### config.mk
export PLATFORM = sky130hd
export DESIGN_NAME = inst_decode_stage_flat
export DESIGN_NICKNAME = d
export VERILOG_FILES = /design/src/rtl/inst_decode_stage_pkg.sv /design/src/rtl/inst_decode_stage_if.sv /design/src/rtl/inst_decode_core.sv /design/src/rtl/inst_decode_stage.sv /design/src/flat_wrapper.sv
export SDC_FILE = /design/constraint.sdc
export NUM_CORES = 1
export LEC_CHECK = 0
export CORE_MARGIN = 2
export CORE_UTILIZATION = 43
export CTS_CLUSTER_SIZE = 40
export DETAILED_ROUTE_END_ITERATION = 8
export PLACE_DENSITY = 0.91
export SKIP_CTS_REPAIR_TIMING = 1
export SLEW_MARGIN = 10
export SYNTH_ARGS = -nofsm -noshare
export SYNTH_HDL_FRONTEND = slang
export SYNTH_SLANG_ARGS = --single-unit
### constraint.sdc
create_clock -name clk -period 2.9 [get_ports clk]
set_input_delay 0.58 -clock clk [delete_from_list [all_inputs] [get_ports clk]]
set_output_delay 0.58 -clock clk [all_outputs]
set_load 0.02 [all_outputs]
### src/rtl/inst_decode_stage_pkg.sv
// Shared decode definitions: micro-command layout, ALU/memory/immediate codes,
// RV32 opcodes and the stage state encoding.
package decode_pkg;

  localparam int MICRO_W   = 16;
  localparam int REGEN_B   = 15;
  localparam int PCJEN_B   = 14;
  localparam int PCREN_B   = 13;
  localparam int MWEN_LSB  = 11;
  localparam int MREN_LSB  = 9;
  localparam int ALUOP_LSB = 5;
  localparam int UNSIGN_B  = 4;
  localparam int ARITH_B   = 3;
  localparam int IMM_LSB   = 0;
  localparam int MEM_W     = 2;
  localparam int ALUOP_W   = 4;
  localparam int IMM_W     = 3;

  localparam logic [ALUOP_W-1:0] ALU_ADD  = 4'd0;
  localparam logic [ALUOP_W-1:0] ALU_SUB  = 4'd1;
  localparam logic [ALUOP_W-1:0] ALU_SL   = 4'd2;
  localparam logic [ALUOP_W-1:0] ALU_SR   = 4'd3;
  localparam logic [ALUOP_W-1:0] ALU_OR   = 4'd4;
  localparam logic [ALUOP_W-1:0] ALU_XOR  = 4'd5;
  localparam logic [ALUOP_W-1:0] ALU_AND  = 4'd6;
  localparam logic [ALUOP_W-1:0] ALU_LESS = 4'd7;

  localparam logic [MEM_W-1:0] MEM_NONE = 2'd0;
  localparam logic [MEM_W-1:0] MEM_B    = 2'd1;
  localparam logic [MEM_W-1:0] MEM_H    = 2'd2;
  localparam logic [MEM_W-1:0] MEM_W32  = 2'd3;

  localparam logic [IMM_W-1:0] IMM_NONE = 3'd0;
  localparam logic [IMM_W-1:0] IMM_I    = 3'd1;
  localparam logic [IMM_W-1:0] IMM_S    = 3'd2;
  localparam logic [IMM_W-1:0] IMM_SB   = 3'd3;
  localparam logic [IMM_W-1:0] IMM_U    = 3'd4;
  localparam logic [IMM_W-1:0] IMM_UJ   = 3'd5;

  localparam logic [6:0] OPC_LUI    = 7'b0110111;
  localparam logic [6:0] OPC_AUIPC  = 7'b0010111;
  localparam logic [6:0] OPC_JAL    = 7'b1101111;
  localparam logic [6:0] OPC_JALR   = 7'b1100111;
  localparam logic [6:0] OPC_BRANCH = 7'b1100011;
  localparam logic [6:0] OPC_LOAD   = 7'b0000011;
  localparam logic [6:0] OPC_STORE  = 7'b0100011;
  localparam logic [6:0] OPC_OPIMM  = 7'b0010011;
  localparam logic [6:0] OPC_OP     = 7'b0110011;
  localparam logic [6:0] OPC_SYSTEM = 7'b1110011;

  localparam logic [31:0] INST_EBREAK = 32'h0010_0073;

  typedef struct packed {
    logic               regen;
    logic               pcjen;
    logic               pcren;
    logic [MEM_W-1:0]   mwen;
    logic [MEM_W-1:0]   mren;
    logic [ALUOP_W-1:0] aluop;
    logic               unsign;
    logic               arith;
    logic [IMM_W-1:0]   imm_type;
  } micro_t;

  typedef enum logic {RUN = 1'b0, HALT = 1'b1} state_e;

  // Shared funct3 -> ALU mapping of OP and OP-IMM (SUB/SRA handled by caller).
  function automatic logic [ALUOP_W-1:0] alu_f3(input logic [2:0] f3);
    case (f3)
      3'b000:  return ALU_ADD;
      3'b001:  return ALU_SL;
      3'b010:  return ALU_LESS;
      3'b011:  return ALU_LESS;
      3'b100:  return ALU_XOR;
      3'b101:  return ALU_SR;
      3'b110:  return ALU_OR;
      default: return ALU_AND;
    endcase
  endfunction

endpackage

### src/rtl/inst_decode_stage_if.sv
// Fetch-side and execute-side handshake bundle of the decode stage.
interface inst_decode_stage_if #(
  parameter int XLEN      = 32,
  parameter int MICRO_LEN = 16
);
  logic                 in_valid;
  logic                 in_ready;
  logic [31:0]          in_inst;
  logic [XLEN-1:0]      in_pc;
  logic                 out_valid;
  logic                 out_ready;
  logic [MICRO_LEN-1:0] out_micro;
  logic [XLEN-1:0]      out_imm;
  logic [4:0]           out_rs1;
  logic [4:0]           out_rs2;
  logic [4:0]           out_rd;
  logic [XLEN-1:0]      out_pc;
  logic                 out_illegal;
  logic                 out_ebreak;
  logic                 halted;
  logic                 resume;

  modport master (
    output in_valid, in_inst, in_pc, out_ready, resume,
    input  in_ready, out_valid, out_micro, out_imm, out_rs1, out_rs2, out_rd,
           out_pc, out_illegal, out_ebreak, halted
  );

  modport slave (
    input  in_valid, in_inst, in_pc, out_ready, resume,
    output in_ready, out_valid, out_micro, out_imm, out_rs1, out_rs2, out_rd,
           out_pc, out_illegal, out_ebreak, halted
  );
endinterface

### src/rtl/inst_decode_core.sv
// Combinational RV32 decoder: instruction word -> micro-command, immediate,
// illegal and EBREAK flags.
module inst_decode_core import decode_pkg::*; #(
  parameter int XLEN     = 32,
  parameter int EN_M_EXT = 0
) (
  input  logic [31:0]     inst,
  output micro_t          micro,
  output logic [XLEN-1:0] imm,
  output logic            illegal,
  output logic            ebreak
);
  logic [6:0]         opc;
  logic [2:0]         f3;
  logic [6:0]         f7;
  micro_t             m;
  logic               ill;
  logic signed [31:0] raw;

  assign opc = inst[6:0];
  assign f3  = inst[14:12];
  assign f7  = inst[31:25];

  always_comb begin
    m      = '0;
    ill    = 1'b0;
    ebreak = 1'b0;
    case (opc)
      OPC_LUI:   begin m.regen = 1'b1; m.imm_type = IMM_U; end
      OPC_AUIPC: begin m.regen = 1'b1; m.pcren = 1'b1; m.imm_type = IMM_U; end
      OPC_JAL:   begin m.regen = 1'b1; m.pcjen = 1'b1; m.pcren = 1'b1; m.imm_type = IMM_UJ; end
      OPC_JALR: begin
        m.regen = 1'b1; m.pcjen = 1'b1; m.imm_type = IMM_I;
        ill = (f3 != 3'b000);
      end
      OPC_BRANCH: begin
        m.pcjen = 1'b1; m.pcren = 1'b1; m.imm_type = IMM_SB; m.unsign = f3[1];
        case (f3)
          3'b000:         m.aluop = ALU_ADD;
          3'b001:         m.aluop = ALU_SUB;
          3'b100, 3'b110: m.aluop = ALU_OR;
          3'b101, 3'b111: m.aluop = ALU_XOR;
          default:        ill = 1'b1;
        endcase
      end
      OPC_LOAD: begin
        m.regen = 1'b1; m.imm_type = IMM_I; m.unsign = f3[2];
        case (f3)
          3'b000, 3'b100: m.mren = MEM_B;
          3'b001, 3'b101: m.mren = MEM_H;
          3'b010:         m.mren = MEM_W32;
          default:        ill = 1'b1;
        endcase
      end
      OPC_STORE: begin
        m.imm_type = IMM_S;
        case (f3)
          3'b000:  m.mwen = MEM_B;
          3'b001:  m.mwen = MEM_H;
          3'b010:  m.mwen = MEM_W32;
          default: ill = 1'b1;
        endcase
      end
      OPC_OPIMM: begin
        m.regen = 1'b1; m.imm_type = IMM_I; m.aluop = alu_f3(f3);
        m.unsign = (f3 == 3'b011);
        // shift-immediates carry funct7 in the upper immediate bits
        if (f3 == 3'b001 && f7 != 7'b0000000) ill = 1'b1;
        if (f3 == 3'b101) begin
          if (f7 == 7'b0100000)      m.arith = 1'b1;
          else if (f7 != 7'b0000000) ill = 1'b1;
        end
      end
      OPC_OP: begin
        m.regen = 1'b1;
        if (f7 == 7'b0000000) begin
          m.aluop  = alu_f3(f3);
          m.unsign = (f3 == 3'b011);
        end else if (f7 == 7'b0100000 && (f3 == 3'b000 || f3 == 3'b101)) begin
          m.aluop = (f3 == 3'b000) ? ALU_SUB : ALU_SR;
          m.arith = 1'b1;
        end else if (f7 == 7'b0000001 && EN_M_EXT != 0) begin
          m.aluop = {1'b1, f3};
        end else begin
          ill = 1'b1;
        end
      end
      OPC_SYSTEM: begin
        if (inst == INST_EBREAK) ebreak = 1'b1;
        else                     ill    = 1'b1;
      end
      default: ill = 1'b1;
    endcase
    micro   = ill ? '0 : m;
    illegal = ill;
  end

  // illegal words have imm_type NONE, so their immediate is forced to zero here
  always_comb begin
    raw = '0;
    case (micro.imm_type)
      IMM_I:   raw = {{20{inst[31]}}, inst[31:20]};
      IMM_S:   raw = {{20{inst[31]}}, inst[31:25], inst[11:7]};
      IMM_SB:  raw = {{19{inst[31]}}, inst[31], inst[7], inst[30:25], inst[11:8], 1'b0};
      IMM_U:   raw = {inst[31:12], 12'b0};
      IMM_UJ:  raw = {{11{inst[31]}}, inst[31], inst[19:12], inst[20], inst[30:21], 1'b0};
      default: raw = '0;
    endcase
    imm = XLEN'(raw);
  end
endmodule

### src/rtl/inst_decode_stage.sv
// Registered decode stage: one-entry pipeline register with valid/ready on
// both sides and a RUN/HALT state entered on EBREAK or illegal instructions.
module inst_decode_stage import decode_pkg::*; #(
  parameter int XLEN            = 32,
  parameter int MICRO_LEN       = 16,
  parameter int EN_M_EXT        = 0,
  parameter int HALT_ON_ILLEGAL = 1
) (
  input logic                clk,
  input logic                rst_n,
  inst_decode_stage_if.slave bus
);
  state_e               state, state_nxt;
  micro_t               dec_micro;
  logic [XLEN-1:0]      dec_imm;
  logic                 dec_ill, dec_ebreak;
  logic                 accept, halt_req;

  logic                 vld_q;
  logic [MICRO_LEN-1:0] micro_q;
  logic [XLEN-1:0]      imm_q, pc_q;
  logic [4:0]           rs1_q, rs2_q, rd_q;
  logic                 ill_q, ebreak_q;

  inst_decode_core #(.XLEN(XLEN), .EN_M_EXT(EN_M_EXT)) u_core (
    .inst    (bus.in_inst),
    .micro   (dec_micro),
    .imm     (dec_imm),
    .illegal (dec_ill),
    .ebreak  (dec_ebreak)
  );

  assign accept   = bus.in_valid & bus.in_ready;
  assign halt_req = dec_ebreak | (dec_ill & (HALT_ON_ILLEGAL != 0));

  always_ff @(posedge clk) begin
    if (!rst_n) state <= RUN;
    else        state <= state_nxt;
  end

  // entering HALT wins over a coincident resume because resume is only seen in HALT
  always_comb begin
    state_nxt = state;
    case (state)
      RUN:  if (accept && halt_req) state_nxt = HALT;
      HALT: if (bus.resume)         state_nxt = RUN;
    endcase
  end

  always_comb begin
    bus.halted   = (state == HALT);
    bus.in_ready = rst_n && (state == RUN) && (!vld_q || bus.out_ready);
  end

  always_ff @(posedge clk) begin
    if (!rst_n) begin
      vld_q    <= 1'b0;
      micro_q  <= '0;
      imm_q    <= '0;
      pc_q     <= '0;
      rs1_q    <= '0;
      rs2_q    <= '0;
      rd_q     <= '0;
      ill_q    <= 1'b0;
      ebreak_q <= 1'b0;
    end else if (accept) begin
      vld_q    <= 1'b1;
      micro_q  <= dec_micro;
      imm_q    <= dec_imm;
      pc_q     <= bus.in_pc;
      rs1_q    <= bus.in_inst[19:15];
      rs2_q    <= bus.in_inst[24:20];
      rd_q     <= bus.in_inst[11:7];
      ill_q    <= dec_ill;
      ebreak_q <= dec_ebreak;
    end else if (bus.out_ready) begin
      vld_q <= 1'b0;
    end
  end

  assign bus.out_valid   = vld_q;
  assign bus.out_micro   = micro_q;
  assign bus.out_imm     = imm_q;
  assign bus.out_pc      = pc_q;
  assign bus.out_rs1     = rs1_q;
  assign bus.out_rs2     = rs2_q;
  assign bus.out_rd      = rd_q;
  assign bus.out_illegal = ill_q;
  assign bus.out_ebreak  = ebreak_q;
endmodule

### src/flat_wrapper.sv
// flat-port wrapper written by rule: the top's interface ports become plain ports
module inst_decode_stage_flat import decode_pkg::*;
#(
  parameter int XLEN            = 32,
  parameter int MICRO_LEN       = 16,
  parameter int EN_M_EXT        = 0,
  parameter int HALT_ON_ILLEGAL = 1
)
  (clk, rst_n, bus_in_valid, bus_in_inst, bus_in_pc, bus_out_ready, bus_resume, bus_in_ready, bus_out_valid, bus_out_micro, bus_out_imm, bus_out_rs1, bus_out_rs2, bus_out_rd, bus_out_pc, bus_out_illegal, bus_out_ebreak, bus_halted);
  inst_decode_stage_if #(.XLEN(XLEN), .MICRO_LEN(MICRO_LEN)) bus_i ();
  input logic clk;
  input logic rst_n;
  input wire logic [$bits(bus_i.in_valid)-1:0] bus_in_valid;
  input wire logic [$bits(bus_i.in_inst)-1:0] bus_in_inst;
  input wire logic [$bits(bus_i.in_pc)-1:0] bus_in_pc;
  input wire logic [$bits(bus_i.out_ready)-1:0] bus_out_ready;
  input wire logic [$bits(bus_i.resume)-1:0] bus_resume;
  output wire logic [$bits(bus_i.in_ready)-1:0] bus_in_ready;
  output wire logic [$bits(bus_i.out_valid)-1:0] bus_out_valid;
  output wire logic [$bits(bus_i.out_micro)-1:0] bus_out_micro;
  output wire logic [$bits(bus_i.out_imm)-1:0] bus_out_imm;
  output wire logic [$bits(bus_i.out_rs1)-1:0] bus_out_rs1;
  output wire logic [$bits(bus_i.out_rs2)-1:0] bus_out_rs2;
  output wire logic [$bits(bus_i.out_rd)-1:0] bus_out_rd;
  output wire logic [$bits(bus_i.out_pc)-1:0] bus_out_pc;
  output wire logic [$bits(bus_i.out_illegal)-1:0] bus_out_illegal;
  output wire logic [$bits(bus_i.out_ebreak)-1:0] bus_out_ebreak;
  output wire logic [$bits(bus_i.halted)-1:0] bus_halted;
  assign bus_i.in_valid = bus_in_valid;
  assign bus_i.in_inst = bus_in_inst;
  assign bus_i.in_pc = bus_in_pc;
  assign bus_i.out_ready = bus_out_ready;
  assign bus_i.resume = bus_resume;
  assign bus_in_ready = bus_i.in_ready;
  assign bus_out_valid = bus_i.out_valid;
  assign bus_out_micro = bus_i.out_micro;
  assign bus_out_imm = bus_i.out_imm;
  assign bus_out_rs1 = bus_i.out_rs1;
  assign bus_out_rs2 = bus_i.out_rs2;
  assign bus_out_rd = bus_i.out_rd;
  assign bus_out_pc = bus_i.out_pc;
  assign bus_out_illegal = bus_i.out_illegal;
  assign bus_out_ebreak = bus_i.out_ebreak;
  assign bus_halted = bus_i.halted;
  inst_decode_stage #(.XLEN(XLEN), .MICRO_LEN(MICRO_LEN), .EN_M_EXT(EN_M_EXT), .HALT_ON_ILLEGAL(HALT_ON_ILLEGAL)) u_core (.clk(clk), .rst_n(rst_n), .bus(bus_i));
endmodule
# Yosys cells after proc, flatten, opt, wreduce, memory -nomap -nowiden

Cells that the tools add are included.

Flip-flop bits (word level): 99
Output and inout port bits: 100

Equal/unequal tests: 24
Mux-type cells: 41
Bitwise operators: 3
Reduce and logical (&&, ||, !) cells: 27

Operator list:

| cell                                                              | number |
|---|---|
| 32-bit one-hot mux with 5 select lines                            | 1 |
| 32-bit by 21-bit == test with 1-bit output, second input constant | 1 |
| 7-bit by 6-bit == test with 1-bit output, second input constant   | 4 |
| 7-bit == test, second input constant                              | 4 |
| 1-bit 2-to-1 mux                                                  | 24 |
| 3-bit == test, second input constant                              | 6 |
| 3-bit one-hot mux with 6 select lines                             | 1 |
| 16-bit 2-to-1 mux                                                 | 1 |
| 3-bit one-hot mux with 5 select lines                             | 1 |
| 3-bit OR reduction                                                | 5 |
| 7-bit by 5-bit == test with 1-bit output, second input constant   | 2 |
| 3-bit by 2-bit == test with 1-bit output, second input constant   | 4 |
| 2-bit one-hot mux with 3 select lines                             | 2 |
| 4-bit one-hot mux with 3 select lines                             | 1 |
| 2-bit OR reduction                                                | 6 |
| 3-bit one-hot mux with 3 select lines                             | 1 |
| 2-bit 2-to-1 mux                                                  | 4 |
| 1-bit one-hot mux with 8 select lines                             | 1 |
| 7-bit by 2-bit == test with 1-bit output, second input constant   | 1 |
| 7-bit logical NOT                                                 | 1 |
| 7-bit nonzero test                                                | 1 |
| 7-bit OR reduction                                                | 1 |
| 3-bit by 1-bit == test with 1-bit output, second input constant   | 2 |
| 6-bit OR reduction                                                | 1 |
| other kinds (13)                                                  | 19 |

# Logic depth before layout (Yosys ltp)

Gate-level depths: netlist of run 1.

Depth in word-level cells: 11
Gate-level depth with buffers: 9

# By module

From an unflattened synthesis of run 1, not the netlist that was laid out.

Cells, all modules: 644
Area, all modules: 5,211.2 µm²

Modules (own cells, without submodules):

| module            | times used | cells each | area each (µm²) |
|---|---|---|---|
| inst_decode_stage | 1          | 431        | 3,951.3 |
| inst_decode_core  | 1          | 213        | 1,260.0 |

# Worst setup path after synthesis of run 1

Ideal clock, no wire load.

Path kind: input-to-reg
Start: in bus_in_inst[25]
End: reg u_core.imm_q[17] (netlist: u_core.bus.out_imm[17])
Data arrival time: 2,293 ps
Data required time: 2,813 ps
Setup slack: 520 ps
Stages: 7
Cells stage by stage: or4_4 or3_4 o211ai_2 and3_1 nand2_2 buf_6 a221oi_2

Cells in the longest elaborated chain, start to end: 10

RTL lines:

| item                                     | RTL line                                       | source |
|---|---|---|
| start: declaration                       | flat_wrapper.sv:14                             | `input wire logic [$bits(bus_i.in_inst)-1:0] bus_in_inst;` |
| 7-bit nonzero test                       | inst_decode_core.sv:68, inst_decode_core.sv:71 |  |
| 1-bit logical AND                        | inst_decode_core.sv:68                         | `if (f3 == 3'b001 && f7 != 7'b0000000) ill = 1'b1;` |
| 1-bit 2-to-1 mux                         | inst_decode_core.sv:68                         |  |
| 1-bit 2-to-1 mux                         | inst_decode_core.sv:71                         | `else if (f7 != 7'b0000000) ill = 1'b1;` |
| 1-bit 2-to-1 mux                         | inst_decode_core.sv:70                         | `if (f7 == 7'b0100000) m.arith = 1'b1;` |
| 1-bit 2-to-1 mux                         | inst_decode_core.sv:69                         | `if (f3 == 3'b101) begin` |
| 1-bit one-hot mux with 8 select lines *  | inst_decode_core.sv:28                         | `case (opc)` |
| 16-bit 2-to-1 mux *                      | inst_decode_core.sv:94                         | `micro = ill ? '0 : m;` |
| 3-bit == test (tied with other cells)    | inst_decode_core.sv:101                        | `case (micro.imm_type)` |
| 32-bit one-hot mux with 5 select lines * | inst_decode_core.sv:101                        |  |
| end signal: assignment                   | inst_decode_stage.sv:69                        | `imm_q <= dec_imm;` |
| end: declaration                         | inst_decode_stage.sv:21                        | `logic [XLEN-1:0] imm_q, pc_q;` |

Every way passes the cells marked *; elsewhere a longest branch is shown, timed or not.
A chain may end at the register's enable or synchronous reset.

# Worst setup path after layout of run 1

Start: in bus_in_inst[25]
End: reg u_core.imm_q[30] (netlist: u_core.bus.out_imm[30])

Same word-level chain as after synthesis.

==> run summary, run 1 <==
Outcome -> finished, final reports clean
Hold Path Class -> flip-flop to flip-flop
Adder-cell area share of the yosys netlist -> 0%
Hold EP -> u_core.bus.out_micro[9]
Area delta synth->final -> 53.48%
CTS max path bufs -> 2
Die Area -> 10530 sq um
GP Congestion -> 0.9219
Max-capacitance violation count -> 0
Overflow after GRT -> 0
FF-to-FF setup slack -> 1.15 ns
Syn nets -> 609
Synth Area in Simple Gates -> 25.16%
Area contributors post-synth -> dfxtp_1, nand2_1, a21oi_1
Worst relative slew slack -> 53.65%
Post-synth top area cell -> dfxtp_1
Die width -> 102.6 um
Main combinational cell family by area after synthesis -> simple AND/OR/NAND/NOR gates
Final setup violation count -> 0
Worst Setup SP -> bus_in_inst[25]
Final Hold Violating Endpoints -> 0
Worst path required time -> 3.19 ns
Vias in the first global route -> 4371
Initial Util -> 44.84%
Nets -> 793
Final min period -> 2.684 ns
Worst setup margin -> 0.2161 ns
Slew Limit Fails -> 0
Largest net degree at the start of global routing -> 63
Root Buffer -> clkbuf_8
H-tree Lvls -> 3
RSZ-0062 raised after global routing -> false
DIE HEIGHT -> 102.6 um
Later-pin clock latency in the skew report -> 0.37 ns
Post-synth EDFFs -> 0
#FFs+latches synth -> 98
Antenna cells -> 0
Layout cells sized above 1 -> 9.877%
Global-route wire length before repair -> 21140 um
Dpl cells -> 842
Vias -> 4635
Fin cells -> 858
Syn avg cell area -> 7.746 sq um
TNS Setup -> 0 ns
Leading cell types by count after synthesis -> nand2_1, dfxtp_1, a21oi_1
Final instance area -> 6420 sq um
Distinct cell type count after synthesis -> 55
Initial drt markers -> 389
Crit. End Element -> flip-flop
Multiplexer area fraction after synthesis -> 0%
Post-synth top flop -> dfxtp_1
Core area -> 9328 sq um
CTS buffer count -> 9
Maximum VDD drop -> 0.3034 mV
Maximum net fanout on the critical path -> 12
Post-synthesis compound-gate area fraction -> 22.79%
Hold path depth -> 2
Number of antenna violations at the first check in global routing -> 0
WL/cell -> 16.12 um
Pleak -> 2.274 nW
Most frequent cell after synthesis -> nand2_1
Ys Warns -> 0
Ys async rst share -> 0%
Clock Sink Count -> 98
Synth top area share -> 46.90%
Worst clock skew -> 0.01490 ns
Clock-pin slew on the worst setup and hold paths -> 0.10 ns
Type of the worst setup path -> input port to flip-flop
RR Endpoint -> u_core.bus.out_imm[30]
Total Power -> 0.002913 W
Tightest Pin Transition -> 0.6906 ns
HPWL Detailed -> 10350 um
Final Routed Wirelength -> 13840 um
Tcrit/Tclk final -> 92.55%
R2R Path Start -> u_core.bus.out_valid
Reg2Reg Depth -> 8
Synth Area in XOR/XNOR -> 0.8376%
Core Rows -> 35
DRT Pass-1 Iters -> 5
WP data arrival -> 2.97 ns
Post-route DRC -> 0
Final ANT Viol Nets -> 0
CP Launch Type -> input port
Mapped cell area -> 4183 sq um
F_max -> 372.6 MHz
Port Buffer Count -> 167
Pre-CTS setup slack -> -0.1149 ns
Worst hold path startpoint -> u_core.bus.out_micro[9]
Cells after Synth -> 540
DR vias/cell -> 5.402
Post-synthesis sequential area ratio -> 46.90%
IO Pins -> 169
GRT Resource Usage Total -> 25.60%
TritonCTS clock tree -> yes
DP Area -> 6201 sq um
Pwr Density -> 453.7 nW/um^2
report_power, final:
part	internal (W)	total [W]	switching (W)
logic	0.000250	0.000537	0.000286
clock network	0.000441	0.000959	0.000518
registers	0.00139	0.00142	0.0000245
placed cells by master, fill, tap and decap left out, types with 8 or more instances in the layout:
cell type,count
clkbuf_8,10
dfxtp_1,98
a21oi_1,77
o21ai_1,29
nand2_1,161
nor2_1,20
clkdlybuf4s50_1,167
o21ai_0,8
a22oi_1,10
buf_4,44
registers in the layout (all words and copies together) (netlist names):
register / flops
u_core.bus.out_imm: 32
u_core.bus.out_pc: 32
u_core.bus.out_micro: 15
u_core.bus.out_rd: 5
u_core.bus.out_rs1: 5
u_core.bus.out_rs2: 5
u_core.bus.halted: 1
u_core.bus.out_ebreak: 1
u_core.bus.out_illegal: 1
u_core.bus.out_valid: 1
layout make-up:
class	instances	area [sq um]
fillers	707	2908
multi-input cells	399	2057
repair buffers	211	2002
flip-flops and latches	98	1962
well taps	129	161.4
clock buffers	10	137.6
clock inverters	6	81.33
inverters	5	18.77
per-stage QoR:
stage	utilization, %	hold WS, ns
after floorplan	-	0.5232
after global placement	66.48	0.4388
after detailed placement	66.48	0.4361
after CTS	68.83	0.4492
after global routing	68.83	0.4802
final	68.83	0.4489
layer usage:
metal,wire length (um),part of all wire (%),vias to the layer above,global-route usage [%]
met2,6657,48,229,41.53
met4,426,3.1,0,11.49
met5,0,0,-,0
met3,1180,8.5,35,5.356
li1,-,-,2239,-
met1,5570,40,2132,32.88
worst max path at each step:
stage | end | cells after the start | slack [ns]
floorplan | u_core.bus.out_imm[17] | 7 | 0.52
global placement | u_core.bus.out_imm[29] | 8 | -0.008
detailed placement | u_core.bus.out_imm[7] | 7 | -0.11
CTS | u_core.bus.out_imm[30] | 8 | 0.24
global route | u_core.bus.out_imm[30] | 8 | 0.13
finish | u_core.bus.out_imm[30] | 8 | 0.22
worst max-delay path, stage by stage:
cell,delay (ns)
clkdlybuf4s50_1,0.42
or4_4,0.56
or3_4,0.35
o211ai_2,0.21
and3_1,0.22
nand2_2,0.18
buf_4,0.25
o21ai_1,0.20
cells by family (layout without fill, tap and decap cells):
group	Yosys count	in the layout
AND/OR/NAND/NOR	237	237
buffers and inverters	43	232
other	1	1
AO/OA/AOI/OAI	157	157
flip-flops	98	98
XOR/XNOR	4	4
Power figures use the tool's default switching activity.
==> inputs of run 2 (changes only) <==
--- a/config.mk
+++ b/config.mk
@@ -9,6 +9,7 @@
 export CORE_UTILIZATION = 43
 export CTS_CLUSTER_SIZE = 40
 export DETAILED_ROUTE_END_ITERATION = 8
+export MAX_ROUTING_LAYER = met4
 export PLACE_DENSITY = 0.91
 export SKIP_CTS_REPAIR_TIMING = 1
 export SLEW_MARGIN = 10
==> run 2 against run 1 <==
Net effect: critical endpoint is now u_core.bus.out_imm[22]; sequential power hardly changed; critical path depth stayed put; sequential cell count stayed put; combinational power is 2% higher; worst hold slack better by 0.0052 ns; power is 3.6% lower; via count is 1.7% higher; setup slack better by 0.023 ns; non-clock buffer count is 5 higher; maximum frequency is 0.85% higher.
==> run summary, run 2 (synthesis results as in run 1) <==
Tightest Pin Transition -> 0.7081 ns
Core area -> 9328 sq um
Worst setup margin -> 0.2388 ns
Later-pin clock latency in the skew report -> 0.37 ns
Number of antenna violations at the first check in global routing -> 0
GP Congestion -> 0.9473
Initial Util -> 44.84%
WL/cell -> 16.11 um
Final setup violation count -> 0
TritonCTS clock tree -> yes
Nets -> 798
Crit-path max cell delay -> 0.56 ns
Area delta synth->final -> 53.90%
Die Area -> 10530 sq um
Post-route DRC -> 0
RSZ-0062 raised after global routing -> false
Outcome -> finished, final reports clean
Vias in the first global route -> 4549
CP Launch Type -> input port
Final min period -> 2.661 ns
Overflow after GRT -> 0
Slowest library cell on the worst path -> or4_4
Crit. End Element -> flip-flop
H-tree Lvls -> 3
Global-route wire length before repair -> 21840 um
F_max -> 375.8 MHz
Layout cells sized above 1 -> 10.35%
Slew Limit Fails -> 0
Pleak -> 2.285 nW
Critical-path cell list -> clkdlybuf4s50_1 > or4_4 > or3_4 > o211ai_2 > and3_1 > nand2_2 > buf_4 > o21ai_1
Final Hold Violating Endpoints -> 0
Hold Path Class -> flip-flop to flip-flop
Port Buffer Count -> 167
Type of the worst setup path -> input port to flip-flop
Most frequent cells in the layout -> clkdlybuf4s50_1, nand2_1, dfxtp_1
Vias -> 4713
Max-capacitance violation count -> 0
Maximum net fanout on the critical path -> 15
Final ANT Viol Nets -> 0
GRT met3 Usage -> 4.542%
Largest net degree at the start of global routing -> 63
Tcrit/Tclk final -> 91.77%
HPWL Detailed -> 10600 um
Die width -> 102.6 um
DIE HEIGHT -> 102.6 um
Post-route core utilization -> 69.01%
Final Routed Wirelength -> 13900 um
Worst path required time -> 3.19 ns
CTS max path bufs -> 2
Pwr Density -> 436.1 nW/um^2
GRT Resource Usage Total -> 27.07%
Met2 Use GR -> 41.73%
Pre-CTS setup slack -> -0.1118 ns
WP data arrival -> 2.95 ns
Met1 usage -> 36.03%
IO Pins -> 169
Maximum VDD drop -> 0.2761 mV
DRT Pass-1 Iters -> 5
Antenna cells -> 0
Clock-pin slew on the worst setup and hold paths -> 0.10 ns
Worst clock skew -> 0.01180 ns
Root Buffer -> clkbuf_8
Grt peak-use layer -> met2
Most common cell after layout, fill and taps aside -> clkdlybuf4s50_1
Worst relative slew slack -> 52.48%
Initial drt markers -> 379
Clock Sink Count -> 98
Core Rows -> 35
CTS buffer count -> 9
CP top delay family -> simple AND/OR/NAND/NOR gates
# fillers -> 763
Bufs and invs on worst path -> 2
DR vias/cell -> 5.461
==> run 2: cell count changes in the layout (fill, tap and decap cells not counted) <==
cell | previous run | this run
bufinv_16 | 1 | 0
inv_8 | 0 | 1
buf_12 | 0 | 1
clkbuf_1 | 0 | 1
clkinv_8 | 1 | 0
clkinvlp_4 | 0 | 1
inv_6 | 3 | 2
buf_4 | 44 | 48
==> run 2: path summary, 6_finish.rpt <==
kind                         startpoint                endpoint  cells after the start  slack [ns]
hold reg to reg   u_core.bus.out_imm[7]   u_core.bus.out_imm[7]                      2        0.45
setup / recovery        bus_in_inst[25]  u_core.bus.out_imm[22]                      8        0.24
setup reg to reg   u_core.bus.out_valid  u_core.bus.out_imm[22]                      8        1.17
hold / removal    u_core.bus.out_imm[7]   u_core.bus.out_imm[7]                      2        0.45
==> run 2: power breakdown <==
group / leakage, nW / switching [W] / internal [W]
combinational: 1.39 / 0.000291 / 0.000256
clock: 0.0925 / 0.000492 / 0.000350
sequential: 0.797 / 0.0000252 / 0.00139
==> run 2: cell type report <==
type,instances,area (sq um),area share [%]
multi-input cells,399,2057,31.95
flip-flops and latches,98,1962,30.48
well taps,129,161.4,2.507
clock buffers,11,141.4,2.196
repair buffers,216,2052,31.88
clock inverters,5,45.04,0.6997
inverters,5,18.77,0.2915
==> run 2: per-stage QoR <==
stage	total power (W)	instance area, sq um	hold slack [ns]	std cells	TNS (ns)
finish	0.002808	6437	0.4541	863	0
CTS	0.002814	6437	0.4567	863	0
detailed placement	0.001991	6251	0.4423	847	-2.433
floorplan	0.001690	4183	0.5232	540	0
global placement	0.001978	6251	0.4370	847	-0.0005240
global route	0.002921	6437	0.4779	863	0
==> run 2: per-layer routing <==
metal	routed length, um	share of wire [%]
met1	5979	43
met2	6683	48
met3	897	6.5
met4	341	2.5
met5	0	0
==> run 2: worst register-to-register path, stage by stage (launching register included) <==
cell and delay, ns:
dfxtp_1 0.32, nand2b_1 0.08, buf_4 0.14, nand4_1 0.15
a21oi_1 0.18, and3_1 0.21, nand2_2 0.18, buf_4 0.27
o21ai_1 0.15
